### config.mk
export PLATFORM = sky130hd
export DESIGN_NAME = fir_coef_loader
export DESIGN_NICKNAME = d
export VERILOG_FILES = /design/src/rtl/fir_coef_loader.sv
export SDC_FILE = /design/constraint.sdc
export NUM_CORES = 1
export LEC_CHECK = 0
export ABC_CLOCK_PERIOD_IN_PS = 3100
export CORE_ASPECT_RATIO = 1.1
export CORE_MARGIN = 8
export CORE_UTILIZATION = 50
export DETAILED_ROUTE_END_ITERATION = 7
export PLACE_DENSITY = 0.7
export SLEW_MARGIN = 30
export SYNTH_ARGS = -nofsm -noshare
export SYNTH_HDL_FRONTEND = slang
export SYNTH_SLANG_ARGS = --single-unit
### constraint.sdc
create_clock -name clk -period 3.1 [get_ports clk]
set_input_delay 0.465 -clock clk [delete_from_list [all_inputs] [get_ports clk]]
set_output_delay 0.465 -clock clk [all_outputs]
set_load 0.03 [all_outputs]
### src/rtl/fir_coef_loader.sv
// -----------------------------------------------------------------------------
// fir_coef_loader
//   Writer end of the FIR tap-chain coefficient interface. Collects one set of
//   coefficient words from a host valid/ready stream into a local buffer, then
//   shifts the set into the systolic tap chain, highest tap first, so that
//   coef[0] ends up in tap 0.
//
// Configuration macro:
//   FIR_COEF_SYM_EN  symmetric-filter mode. The host sends only
//                    ceil(NUM_TAPS/2) words; the shift still emits NUM_TAPS
//                    words, mirroring the buffer around the centre tap.
//                    Undefined (default): the host sends all NUM_TAPS words.
//
// Parameters:
//   H_N_WIDTH     coefficient width (signed), must match the tap chain
//   NUM_TAPS      taps in the chain (>= 2)
//
// Ports:
//   clk           clock, all logic on posedge
//   rst_n         asynchronous active-low reset
//   coef_in       coefficient word from host (signed)
//   coef_in_vld   coef_in valid
//   coef_in_last  final word of a set, qualified by vld & rdy
//   coef_in_rdy   loader can accept a word
//   h_n_out       coefficient to tap 0 h_n_in (registered)
//   h_n_out_vld   shift strobe to tap 0 h_n_in_vld (registered)
//   busy          collecting or shifting a set
//   done          1-cycle pulse, chain fully loaded
//   err           1-cycle pulse, malformed set discarded
// -----------------------------------------------------------------------------
module fir_coef_loader #(
   parameter int unsigned H_N_WIDTH = 18,
   parameter int unsigned NUM_TAPS  = 16
) (
   input  logic                        clk,
   input  logic                        rst_n,
   input  logic signed [H_N_WIDTH-1:0] coef_in,
   input  logic                        coef_in_vld,
   input  logic                        coef_in_last,
   output logic                        coef_in_rdy,
   output logic signed [H_N_WIDTH-1:0] h_n_out,
   output logic                        h_n_out_vld,
   output logic                        busy,
   output logic                        done,
   output logic                        err
);

`ifdef FIR_COEF_SYM_EN
   localparam int unsigned N_WORDS = (NUM_TAPS + 1) / 2;
`else
   localparam int unsigned N_WORDS = NUM_TAPS;
`endif
   localparam int unsigned IDX_W = (N_WORDS > 1) ? $clog2(N_WORDS) : 1;
   localparam int unsigned CNT_W = $clog2(N_WORDS + 1);
   localparam int unsigned TAP_W = $clog2(NUM_TAPS);

   typedef enum logic [1:0] {StIdle, StCollect, StShift, StErr} state_e;

   // Buffer slot holding the coefficient destined for a given tap.
   function automatic logic [IDX_W-1:0] buf_idx(input logic [TAP_W-1:0] tap);
      int unsigned t;
      t = 32'(tap);
`ifdef FIR_COEF_SYM_EN
      if (t >= N_WORDS) t = NUM_TAPS - 1 - t;
`endif
      return IDX_W'(t);
   endfunction

   state_e                      state_q, state_d;
   logic [CNT_W-1:0]            cnt_q, cnt_d;
   logic [TAP_W-1:0]            tap_q, tap_d;
   logic                        rdy_q, rdy_d;
   logic signed [H_N_WIDTH-1:0] h_n_out_q, h_n_out_d;
   logic                        vld_q, vld_d;
   logic                        done_q, done_d;
   logic                        err_q, err_d;

   logic signed [H_N_WIDTH-1:0] coef_buf [N_WORDS];
   logic                        accept;
   logic                        wr_en;
   logic [IDX_W-1:0]            wr_idx;
   logic [CNT_W-1:0]            cnt_inc;
   logic [IDX_W-1:0]            first_idx;
   logic signed [H_N_WIDTH-1:0] first_word;

   assign accept    = coef_in_vld & rdy_q;
   assign cnt_inc   = cnt_q + CNT_W'(1);
   assign wr_idx    = IDX_W'(cnt_q);
   assign first_idx = buf_idx(TAP_W'(NUM_TAPS - 1));
   // The first emitted word may be the one being written on this very edge.
   assign first_word = (first_idx == wr_idx) ? coef_in : coef_buf[first_idx];

   always_comb begin
      state_d   = state_q;
      cnt_d     = cnt_q;
      tap_d     = tap_q;
      h_n_out_d = h_n_out_q;
      vld_d     = 1'b0;
      done_d    = 1'b0;
      err_d     = 1'b0;
      wr_en     = 1'b0;
      unique case (state_q)
         StIdle, StCollect: begin
            if (accept) begin
               wr_en = 1'b1;
               if (coef_in_last && (cnt_inc == CNT_W'(N_WORDS))) begin
                  state_d   = StShift;
                  cnt_d     = '0;
                  tap_d     = TAP_W'(NUM_TAPS - 1);
                  h_n_out_d = first_word;
                  vld_d     = 1'b1;
               end else if (coef_in_last || (cnt_inc == CNT_W'(N_WORDS))) begin
                  state_d = StErr;
                  cnt_d   = '0;
                  err_d   = 1'b1;
               end else begin
                  state_d = StCollect;
                  cnt_d   = cnt_inc;
               end
            end
         end
         StShift: begin
            // tap_q is the tap whose word is currently on h_n_out.
            if (tap_q == '0) begin
               state_d = StIdle;
               done_d  = 1'b1;
            end else begin
               tap_d     = tap_q - TAP_W'(1);
               h_n_out_d = coef_buf[buf_idx(tap_q - TAP_W'(1))];
               vld_d     = 1'b1;
            end
         end
         StErr: begin
            state_d = StIdle;
         end
         default: begin
            state_d = StIdle;
         end
      endcase
      rdy_d = (state_d == StIdle) || (state_d == StCollect);
   end

   always_ff @(posedge clk or negedge rst_n) begin
      if (!rst_n) begin
         state_q   <= StIdle;
         cnt_q     <= '0;
         tap_q     <= '0;
         rdy_q     <= 1'b0;
         h_n_out_q <= '0;
         vld_q     <= 1'b0;
         done_q    <= 1'b0;
         err_q     <= 1'b0;
      end else begin
         state_q   <= state_d;
         cnt_q     <= cnt_d;
         tap_q     <= tap_d;
         rdy_q     <= rdy_d;
         h_n_out_q <= h_n_out_d;
         vld_q     <= vld_d;
         done_q    <= done_d;
         err_q     <= err_d;
      end
   end

   // Buffer contents are only meaningful once a full set is collected.
   always_ff @(posedge clk) begin
      if (wr_en) coef_buf[wr_idx] <= coef_in;
   end

   assign coef_in_rdy = rdy_q;
   assign h_n_out     = h_n_out_q;
   assign h_n_out_vld = vld_q;
   assign done        = done_q;
   assign err         = err_q;
   assign busy        = (state_q == StCollect) || (state_q == StShift);

endmodule
==> results.py <==
metrics = {
    "drt": {
        "vias": 7040,
        "first_pass_iters": 5,
        "routed_wirelength_mm": 29.15,
        "drc": 0,
        "wl_per_cell_um": 24.53,
        "dr.first_iter.drc_count": 701,
        "vias_per_cell": 5.926,
        "antenna_left": 0,
    },
    "synth": {
        "syn_avg_cell_area_sq_um": 17.88,
        "synthMuxAreaShare": 0.1314,
        "synthAdderAreaFrac": 0.01146,
        "synth_area_sq_mm": 0.01310,
        "postSynthCellCount": 733,
        "yosys.area.top_type": "edfxtp_1",
        "async_reset_ff_frac": 0.1028,
        "synth.distinct_cells": 41,
        "synth_xor_area_frac": 0.002578,
        "netlist.area_leader.share": 0.6600,
        "yosys_warnings": 0,
        "syn_nets": 767,
        "synth_compound_area_frac": 0.06760,
        "yosys-top-cells-area": "edfxtp_1 66%, mux2i_1 7.0%, dfrtp_1 6.3%, mux4_2 6.2%, a22oi_1 2.6%",
        "seq_area_frac_synth": 0.7230,
        "synth_top_family_by_area": "multiplexers",
        "synth-seq-cells": 321,
        "synthFlopType": "edfxtp_1",
        "synth_enable_flop_cells": 288,
        "yosys.area_share.simple": 0.04507,
    },
    "pwr": {
        "swShare": 0.2894,
        "pwr-share-clk": 0.307,
        "p_leak_nw": 5.117,
        "p_int_mw": 8.457,
        "vdd_drop_max_uv": 414.6,
        "p_per_area_mw_per_mm2": 784.0,
        "pwr-share-comb": 0.252,
        "switchingPower_mw": 3.444,
        "pwr-share-seq": 0.440,
    },
    "setup_path": {
        "startpoint_type": "register",
        "worstPathArrival_ns": 2.04,
        "rr_endpoint": "h_n_out[4]",
        "worstPathMaxFanout": 6,
        "reg2reg_depth": 11,
        "endpoint": "busy",
        "worstPathRequired_ns": 2.63,
        "r2r_start": "cnt_q[3]",
        "rrSetupSlack_ns": 0.65,
        "critPathLaunch": "state_q[1]",
        "critPathKind": "reg -> out",
        "end_kind": "primary output",
    },
    "floorplanning": {
        "ios": 45,
        "rows": 62,
        "die-area_sq_mm": 0.03165,
        "initial_core_util": 0.5057,
        "die_h_um": 185.8,
        "dieWidth_um": 170.4,
        "core_area_sq_mm": 0.02591,
    },
    "finish": {
        "nNetsFinal": 848,
        "synthToLayoutAreaGrowth_pct": 15.84,
        "drive_gt1_frac": 0.1902,
        "design_area_sq_mm": 0.01518,
        "diodes": 0,
        "final_common_cell": "edfxtp_1",
        "num-fill-cells": 1932,
        "final_cell_mix": "288 x edfxtp_1, 91 x mux2i_1, 45 x a22oi_1, 43 x clkdlybuf4s50_1, 43 x buf_4",
    },
    "cts": {
        "cts_setup_buffers": 0,
        "tritoncts": "yes",
        "cts.sinks": 321,
        "root_buffer": "clkbuf_16",
        "clockBufferDepth": 3,
        "clk_pin_slew_ns": 0.06,
        "cts_buffers": 30,
        "hold_buffers": 0,
        "clock_latency_ns": 0.54,
        "ctsResizeCount": 0,
        "h-tree-depth": 1,
    },
    "timing": {
        "setup_violations": 0,
        "setup_ws_ns": 0.5923,
        "worstMarginPinSlew_ns": 0.8514,
        "slew_viol_final": 0,
        "final_hold_viol_count": 0,
        "min_period_over_period": 0.8089,
        "period_needed_ns": 2.508,
        "rsz0062_at_grt": "false",
        "slew_headroom": 0.4324,
        "setup-tns-final_ns": 0,
        "finalClockSkew_ns": 0.009929,
        "max_freq_mhz": 398.8,
    },
    "global_route": {
        "grt_max_degree": 45,
        "grt_pass1_vias": 7272,
        "gr-usage-all-layers": 0.1865,
        "antenna_found_initial": 0,
        "grt_overflow": 0,
        "grt_pass1_wl_mm": 43.93,
    },
    "place": {
        "dpl.hpwl_mm": 17.99,
        "dpl_cell_area_sq_mm": 0.01419,
        "place_ws_ns": 0.6911,
        "place.gp.congestion": 0.7916,
        "portBuffers": 44,
    },
    "hold_path": {
        "hold_class": "in -> async",
    },
    "outcome": {
        "outcome": "completed",
    },
    "job": {
        "maxCapViolCount": 0,
    },
}
kinds of logic (layout without fill, tap and decap cells):
family,after synthesis,in the layout
xor+xnor,3,3
mux,127,127
compound gates,114,114
simple gates,104,104
flops,321,321
fa+ha+maj,12,12
buf+inv,52,155
synthesized netlist by cell type, types with 2 or more instances:
| master | count |
|---|---|
| a31oi_2 | 10 |
| nor2b_1 | 2 |
| and2_1 | 10 |
| and4_1 | 3 |
| a21oi_1 | 5 |
| nand3_1 | 26 |
| nand2_1 | 16 |
| and3_1 | 4 |
| inv_1 | 11 |
| buf_1 | 2 |
| buf_4 | 3 |
| a31oi_1 | 10 |
| a22oi_2 | 10 |
| edfxtp_1 | 288 |
| dfrtp_1 | 33 |
| nor2_1 | 14 |
| buf_2 | 18 |
| o21ai_0 | 27 |
| nand3b_1 | 20 |
| o21a_1 | 2 |
| nand2b_1 | 3 |
| clkbuf_1 | 16 |
| a22oi_1 | 45 |
| mux4_2 | 36 |
| mux2i_1 | 91 |
| ha_1 | 12 |
| o31ai_1 | 2 |
critical path, stage by stage (launching register included):
cell,delay [ns]
dfrtp_1,0.46
inv_1,0.10
ha_1,0.28
clkdlybuf4s50_1,0.66
through the flow:
step	hold WS [ns]	util	instances	power (mW)
global placement	0.5005	0.5476	1134	8.223
floorplan	0.1694	-	733	7.286
global route	0.07317	0.5859	1188	12.36
finish	0.02833	0.5859	1188	11.90
detailed placement	0.5092	0.5476	1134	8.329
CTS	0.04074	0.5859	1188	11.98
worst min path at each step:
stage          cells past startpoint    endpoint  slack [ns]
2_1_floorplan                      0    cnt_q[0]        0.17
3_3_place_gp                       1    cnt_q[4]        0.50
3_5_place_dp                       1    cnt_q[4]        0.51
4_1_cts                            1  h_n_out[8]        0.04
5_1_grt                            1  h_n_out[8]        0.07
6_report                           1  h_n_out[8]        0.03
sequential cells by signal (all words and copies together) (netlist names):
| signal | cells |
|---|---|
| state_q | 2 |
| tap_q | 4 |
| done | 1 |
| h_n_out_vld | 1 |
| err | 1 |
| coef_buf | 288 |
| coef_in_rdy | 1 |
| cnt_q | 5 |
| h_n_out | 18 |
power by group through the flow:
stage          clock (mW)  sequential (mW)  combinational (mW)
3_5_place_dp            0             5.32                3.01
2_1_floorplan           0             5.50                1.79
6_report             3.66             5.24                3.00
3_3_place_gp            0             5.31                2.92
5_1_grt              3.89             5.27                3.21
4_1_cts              3.73             5.23                3.02
layout make-up:
cell class / count / area, sq um / share of cell area
flip-flops and latches: 321 / 9475 / 0.6242
multi-input cells: 360 / 3412 / 0.2248
repair buffers: 90 / 818.3 / 0.05391
clock buffers: 36 / 794.5 / 0.05234
well taps: 352 / 440.4 / 0.02901
clock inverters: 18 / 197.7 / 0.01302
inverters: 11 / 41.29 / 0.002720
per-layer routing:
| layer | global-route usage | vias up | part of all wire |
|---|---|---|---|
| li1 | - | 3107 | - |
| met4 | 0.05723 | 0 | 0.026 |
| met1 | 0.2449 | 3662 | 0.41 |
| met2 | 0.3206 | 224 | 0.50 |
| met5 | 0 | - | 0 |
| met3 | 0.02397 | 47 | 0.062 |
Note: power is estimated with default switching activity, not from simulation.
